`src/rtl/decode_execute_stage.sv`:
```
`default_nettype none
// ============================================================================
// Module   : decode_execute_stage
// Purpose  : ID/EX register with WB write-through, MEM/WB operand forwarding
//            and load-use bubble insertion.
// Revision : 1.0 - initial release
// ============================================================================
module decode_execute_stage #(
   parameter int CTRL_W = 8,
   parameter bit FWD_EN = 1'b1
) (
   input  logic              clk,
   input  logic              reset,
   input  logic              d_valid,
   input  logic [3:0]        d_ra1,
   input  logic [3:0]        d_ra2,
   input  logic [3:0]        d_ra3,
   input  logic [31:0]       d_rd1,
   input  logic [31:0]       d_rd2,
   input  logic [31:0]       d_rd3,
   input  logic [3:0]        d_wa,
   input  logic              d_regwrite,
   input  logic              d_memtoreg,
   input  logic [CTRL_W-1:0] d_ctrl,
   input  logic [3:0]        m_wa,
   input  logic              m_regwrite,
   input  logic [31:0]       m_result,
   input  logic [3:0]        w_wa,
   input  logic              w_regwrite,
   input  logic [31:0]       w_result,
   input  logic              flush_e,
   output logic              stall_d,
   output logic              e_valid,
   output logic [31:0]       e_op1,
   output logic [31:0]       e_op2,
   output logic [31:0]       e_op3,
   output logic [3:0]        e_wa,
   output logic              e_regwrite,
   output logic              e_memtoreg,
   output logic [CTRL_W-1:0] e_ctrl
);

   localparam logic [3:0] c_pc_addr = 4'd15;

   logic [2:0][3:0]  w_d_ra;
   logic [2:0][31:0] w_d_rd;
   logic [2:0][31:0] w_cap_rd;
   logic [2:0][31:0] w_e_op;
   logic [2:0]       w_ld_hit;
   logic             w_lduse;

   logic              r_e_valid;
   logic              r_e_regwrite;
   logic              r_e_memtoreg;
   logic [3:0]        r_e_wa;
   logic [CTRL_W-1:0] r_e_ctrl;
   logic [2:0][3:0]   r_e_ra;
   logic [2:0][31:0]  r_e_rd;

   assign w_d_ra = {d_ra3, d_ra2, d_ra1};
   assign w_d_rd = {d_rd3, d_rd2, d_rd1};

   always_comb begin
      w_ld_hit = '0;
      for (int n = 0; n < 3; n++) begin
         w_ld_hit[n] = (w_d_ra[n] != c_pc_addr) && (w_d_ra[n] == r_e_wa);
      end
   end

   assign w_lduse = r_e_valid & r_e_memtoreg & d_valid & (|w_ld_hit);
   assign stall_d = w_lduse & ~flush_e;

   genvar gi;
   generate
      for (gi = 0; gi < 3; gi++) begin : g_op
         // Register file writes on the same edge we sample it, so emulate write-through.
         assign w_cap_rd[gi] = (w_regwrite && (w_wa == w_d_ra[gi]) && (w_d_ra[gi] != c_pc_addr))
                               ? w_result : w_d_rd[gi];

         if (FWD_EN) begin : g_fwd
            logic w_m_hit;
            logic w_w_hit;
            // Forwarding only matters for a live instruction; bubbles show the raw register.
            assign w_m_hit = r_e_valid && (r_e_ra[gi] != c_pc_addr) && m_regwrite && (m_wa == r_e_ra[gi]);
            assign w_w_hit = r_e_valid && (r_e_ra[gi] != c_pc_addr) && w_regwrite && (w_wa == r_e_ra[gi]);
            assign w_e_op[gi] = w_m_hit ? m_result : (w_w_hit ? w_result : r_e_rd[gi]);
         end else begin : g_raw
            assign w_e_op[gi] = r_e_rd[gi];
         end
      end
   endgenerate

   always_ff @(posedge clk or posedge reset) begin
      if (reset) begin
         r_e_valid    <= 1'b0;
         r_e_regwrite <= 1'b0;
         r_e_memtoreg <= 1'b0;
         r_e_wa       <= '0;
         r_e_ctrl     <= '0;
         r_e_ra       <= '0;
         r_e_rd       <= '0;
      end else begin
         r_e_wa   <= d_wa;
         r_e_ctrl <= d_ctrl;
         r_e_ra   <= w_d_ra;
         r_e_rd   <= w_cap_rd;
         // Flush and load-use both leave a bubble; data fields are don't-care then.
         if (flush_e || w_lduse) begin
            r_e_valid    <= 1'b0;
            r_e_regwrite <= 1'b0;
            r_e_memtoreg <= 1'b0;
         end else begin
            r_e_valid    <= d_valid;
            r_e_regwrite <= d_valid & d_regwrite;
            r_e_memtoreg <= d_valid & d_memtoreg;
         end
      end
   end

   assign e_valid    = r_e_valid;
   assign e_regwrite = r_e_regwrite;
   assign e_memtoreg = r_e_memtoreg;
   assign e_wa       = r_e_wa;
   assign e_ctrl     = r_e_ctrl;
   assign e_op1      = w_e_op[0];
   assign e_op2      = w_e_op[1];
   assign e_op3      = w_e_op[2];

endmodule
`default_nettype wire

```
`config.mk`:
```
export PLATFORM = sky130hd
export DESIGN_NAME = decode_execute_stage
export DESIGN_NICKNAME = d
export VERILOG_FILES = /design/src/rtl/decode_execute_stage.sv
export SDC_FILE = /design/constraint.sdc
export NUM_CORES = 1
export LEC_CHECK = 0
export CAP_MARGIN = 20
export CORE_UTILIZATION = 45
export DETAILED_ROUTE_END_ITERATION = 10
export HOLD_SLACK_MARGIN = 0.03
export PLACE_DENSITY = 0.83
export SLEW_MARGIN = 20
export SYNTH_ARGS = -nofsm -noshare
export SYNTH_HDL_FRONTEND = slang
export SYNTH_SLANG_ARGS = --single-unit
```
`constraint.sdc`:
```
create_clock -name clk -period 8.62 [get_ports clk]
set_input_delay 2.155 -clock clk [delete_from_list [all_inputs] [get_ports clk]]
set_output_delay 2.155 -clock clk [all_outputs]
set_load 0.01 [all_outputs]
```
======== Yosys cells after proc, flatten, opt, wreduce, memory -nomap -nowiden ========
Cells that the tools add are included.
word-level totals
  flip-flop bits (word level) ............. 123
  input bits .............................. 200
  output and inout bits ................... 112
operators by class
  eq/ne operators ......................... 18
  multiplexer cells ....................... 12
  bitwise gates (word level) .............. 7
  reduce and logical (&&, ||, !) cells .... 26
operators with widths
  cell                                  number
  32-bit 2-to-1 mux                     9
  4-bit == test                         12
  1-bit logical AND                     24
  4-bit != test, second input constant  6
  1-bit AND                             6
  1-bit 2-to-1 mux                      3
  3-bit OR reduction                    1
  1-bit logical OR                      1
  1-bit inverter                        1

======== Logic depth before layout (Yosys ltp) ========
  depth after elaboration ................. 6
  depth in mapped cells ................... 7
  mapped depth without buffers ............ 4

======== Worst setup path before layout ========
No wires, ideal clock.
  kind .................................... input to output
  start point ............................. input w_wa[3]
  end point ............................... output e_op2[23]
  arrival time ............................ 3,499 ps
  required time ........................... 6,465 ps
  slack ................................... 2,966 ps
  stages on the path ...................... 6
  buffers on the path ..................... 2
  cell sequence ........................... buf_6 > xnor2_4 > nand3_4 > buf_6 > or4_1 > a31oi_1
on the way
  longest elaborated chain between the ends .. 4
ends and longest elaborated chain
  item                            RTL line  source
  start, declared                 28        input logic [3:0] w_wa,
  4-bit == test                   85        assign w_w_hit = r_e_valid && (r_e_ra[gi] != c_pc_addr) && w_regwrite && (w_wa == r_e_ra[gi]);
  1-bit logical AND               85
  32-bit 2-to-1 mux (2 in a row)  86        assign w_e_op[gi] = w_m_hit ? m_result : (w_w_hit ? w_result : r_e_rd[gi]);
  end, declared                   35        output logic [31:0] e_op2,
Every way passes these cells.

======== Worst setup path in the final report ========
  start point ............................. input w_wa[2]
  end point ............................... output e_op2[30]
The elaborated chain is that of the path after synthesis.

==> impl_metrics.json <==
{
  "gp_congestion": 0.880,
  "hp-class": "flip-flop to flip-flop",
  "first_iter_violations": 885,
  "initial_utilization_pct": 46.4,
  "portBuffers": 311,
  "post-place-ws_ps": 670,
  "tns_ps": 0,
  "seq_power_share_pct": 35.1,
  "antenna_left": 0,
  "die_y_um": 133,
  "setup_slack_ps": 851,
  "grt_pass1_wl_um": 49400,
  "synth_seq_cells": 123,
  "cap_violations": 0,
  "htreeDepth": 4,
  "cp-end-kind": "output port",
  "num_rows": 47,
  "cts-resized-gates": 0,
  "setup_viol": 0,
  "grt_pass1_vias": 8730,
  "fmax_mhz": 129,
  "hpwl_um": 21600,
  "yosysSeqAreaShare_pct": 39.9,
  "run_status": "completed",
  "viasPerCell": 6.48,
  "fin_skew_ps": 6.22,
  "slowest_stage": "or3_1",
  "wire_per_inst_um": 24.5,
  "peakVddDrop_mv": 0.154,
  "drt_wl_total_um": 32500,
  "via_count": 8596,
  "area_growth_syn_to_layout_pct": 49.9,
  "clkLatencyLatePin_ps": 420,
  "final_cell_area_sq_um": 11600,
  "antenna_found_initial": 1,
  "dieArea_sq_um": 17700,
  "crit_buf_inv": 3,
  "cp_top_family": "buffers and inverters",
  "cts.sinks": 123,
  "firstDrtPassIters": 5,
  "post-cts-setup-buffer-count": 0,
  "power_frac_comb_pct": 23.6,
  "coreArea_sq_um": 16600,
  "syn-num-nets": 1031,
  "clkPwrFrac_pct": 41.2,
  "syn_avg_cell_area_sq_um": 9.29,
  "worst-slew-pin-transition_ps": 1050,
  "clkTransAtPathRegs_ps": 60,
  "worst-path-max-fanout": 32,
  "synth_area_sq_um": 7720,
  "post_route_cells_drive_above_1_share_pct": 14.5,
  "crit_top_cell": "clkdlybuf4s50_1",
  "leakagePower_nw": 3.98,
  "clk_path_buf_depth": 2,
  "final_nets": 1292,
  "die_w_um": 133,
  "switchingPower_uw": 510,
  "cp_cell_sequence": "clkdlybuf4s50_1 -> xor2_4 -> or3_1 -> buf_4 -> o21ai_0 -> a31oi_1 -> clkdlybuf4s50_1",
  "place_area_sq_um": 11000,
  "synthCells": 831,
  "cts_tree": "built",
  "grt_overflow": 0,
  "grt_usage_pct": 37.5,
  "startpoint_type": "input port",
  "switching_share_pct": 28.5,
  "postCtsHoldBufs": 0,
  "grt_setup_unrepaired": "no",
  "cp.arrival_ps": 5610,
  "worstSetupPathType": "input port to output port",
  "period_share_pct": 90.1,
  "slew-limit-headroom_pct": 29.9,
  "fin_crit_ps": 7770,
  "top_level_ports": 312,
  "yosysUniqueCellTypes": 34,
  "powerDensity_nw_per_um2": 155,
  "intPower_mw": 1.28,
  "worst_path_largest_cell_delay_ps": 810,
  "grt_max_degree": 66,
  "yosys_warnings": 0,
  "slew_violations": 0,
  "cts_buffers": 17,
  "final_cell_mix": "311 x clkdlybuf4s50_1, 123 x dfrtp_1, 98 x nor3_1",
  "drc": 0,
  "hold_viol": 0,
  "final_common_cell": "clkdlybuf4s50_1",
  "crit_required_ps": 6470,
  "fin_hold_ws_ps": 879,
  "cts-root-buf": "clkbuf_16"
}
-- power groups by stage --
| stage | clock, mW | sequential (mW) | combinational (mW) |
|---|---|---|---|
| detailed placement | 0 | 0.637 | 0.413 |
| floorplan | 0 | 0.634 | 0.178 |
| CTS | 0.742 | 0.627 | 0.417 |
| global placement | 0 | 0.636 | 0.409 |
| global route | 0.774 | 0.630 | 0.445 |
| finish | 0.738 | 0.628 | 0.423 |
-- cell families after synthesis --
kind of cell,share of synthesized area [%]
AOI/OAI and AO/OA,15.0
DFF,39.9
xor gates and xnor gates,5.49
muxes,14.0
buffers and inverters,5.78
and+or+nand+nor,19.9
-- worst min-delay path, cell delays in order, from the launching register on --
cell and delay [ps]:
dfrtp_1 370, nand2_1 110, nor3_1 100, nor4_1 220
-- per-stage QoR --
step,util [%],cells,power (mW)
2_1_floorplan,-,831,0.811
6_report,69.6,1326,1.79
4_1_cts,69.5,1325,1.79
5_1_grt,69.6,1326,1.85
3_5_place_dp,65.9,1293,1.05
3_3_place_gp,65.7,1292,1.04
-- registers in the layout (all words and copies together) (netlist names) --
signal      count
e_ctrl          8
e_memtoreg      1
e_regwrite      1
e_valid         1
e_wa            4
r_e_ra         12
r_e_rd         96
-- layout make-up --
type	count	area (sq um)
multi-input combinational	613	4320
timing repair buffer	332	3280
tap	220	275
clock buffer	18	429
fill	1254	5070
antenna	1	2.50
sequential	123	3080
clock inverter	14	171
inverter	5	21.3
-- synth_stat cells --
master	instances	area (sq um)
or3_1	3	18.8
o21ai_0	54	270
or2_2	1	6.26
o21ai_1	42	210
or4_1	62	465
nand2_1	35	131
nand3_1	41	205
nor2_1	4	15.0
mux2_1	6	67.6
nand4_1	10	62.6
nand3_4	2	35.0
inv_1	5	18.8
nor3_1	98	490
nor4b_1	1	8.76
mux2_2	90	1010
a31oi_1	95	594
buf_2	24	120
clkbuf_1	54	203
buf_6	8	90.1
or2_1	6	37.5
and4_1	1	8.76
and2_1	5	31.3
o32a_1	1	10.0
nor2b_1	1	6.26
a21oi_1	6	30.0
buf_1	4	15.0
xnor2_4	3	82.6
xnor2_1	31	272
xor2_1	8	70.1
a2bb2oi_1	1	8.76
dfrtp_1	123	3080
nor4_1	2	12.5
o2111ai_1	3	26.3
o31a_1	1	8.76
-- routing by layer --
layer	up-vias	share of wire [%]	track usage, %
li1	3678	-	-
met1	4077	38	47.9
met2	694	46	57.5
met3	147	11	9.00
met4	0	5.4	22.5
met5	-	0	0
-- worst paths after layout --
path / start / to / slack, ps / cells past startpoint
setup / recovery: w_wa[2] / e_op2[30] / 850 / 7
hold / removal: e_memtoreg$_DFF_PP0_ / e_memtoreg$_DFF_PP0_ / 880 / 3
setup reg to reg: e_wa[0]$_DFF_PP0_ / e_regwrite$_DFF_PP0_ / 7230 / 4
hold reg to reg: e_memtoreg$_DFF_PP0_ / e_memtoreg$_DFF_PP0_ / 880 / 3
max in group asynchronous: reset / r_e_rd[34]$_DFF_PP0_ / 5060 / 3
min in group asynchronous: reset / e_wa[0]$_DFF_PP0_ / 2250 / 2
(Power assumes the default switching activity.)
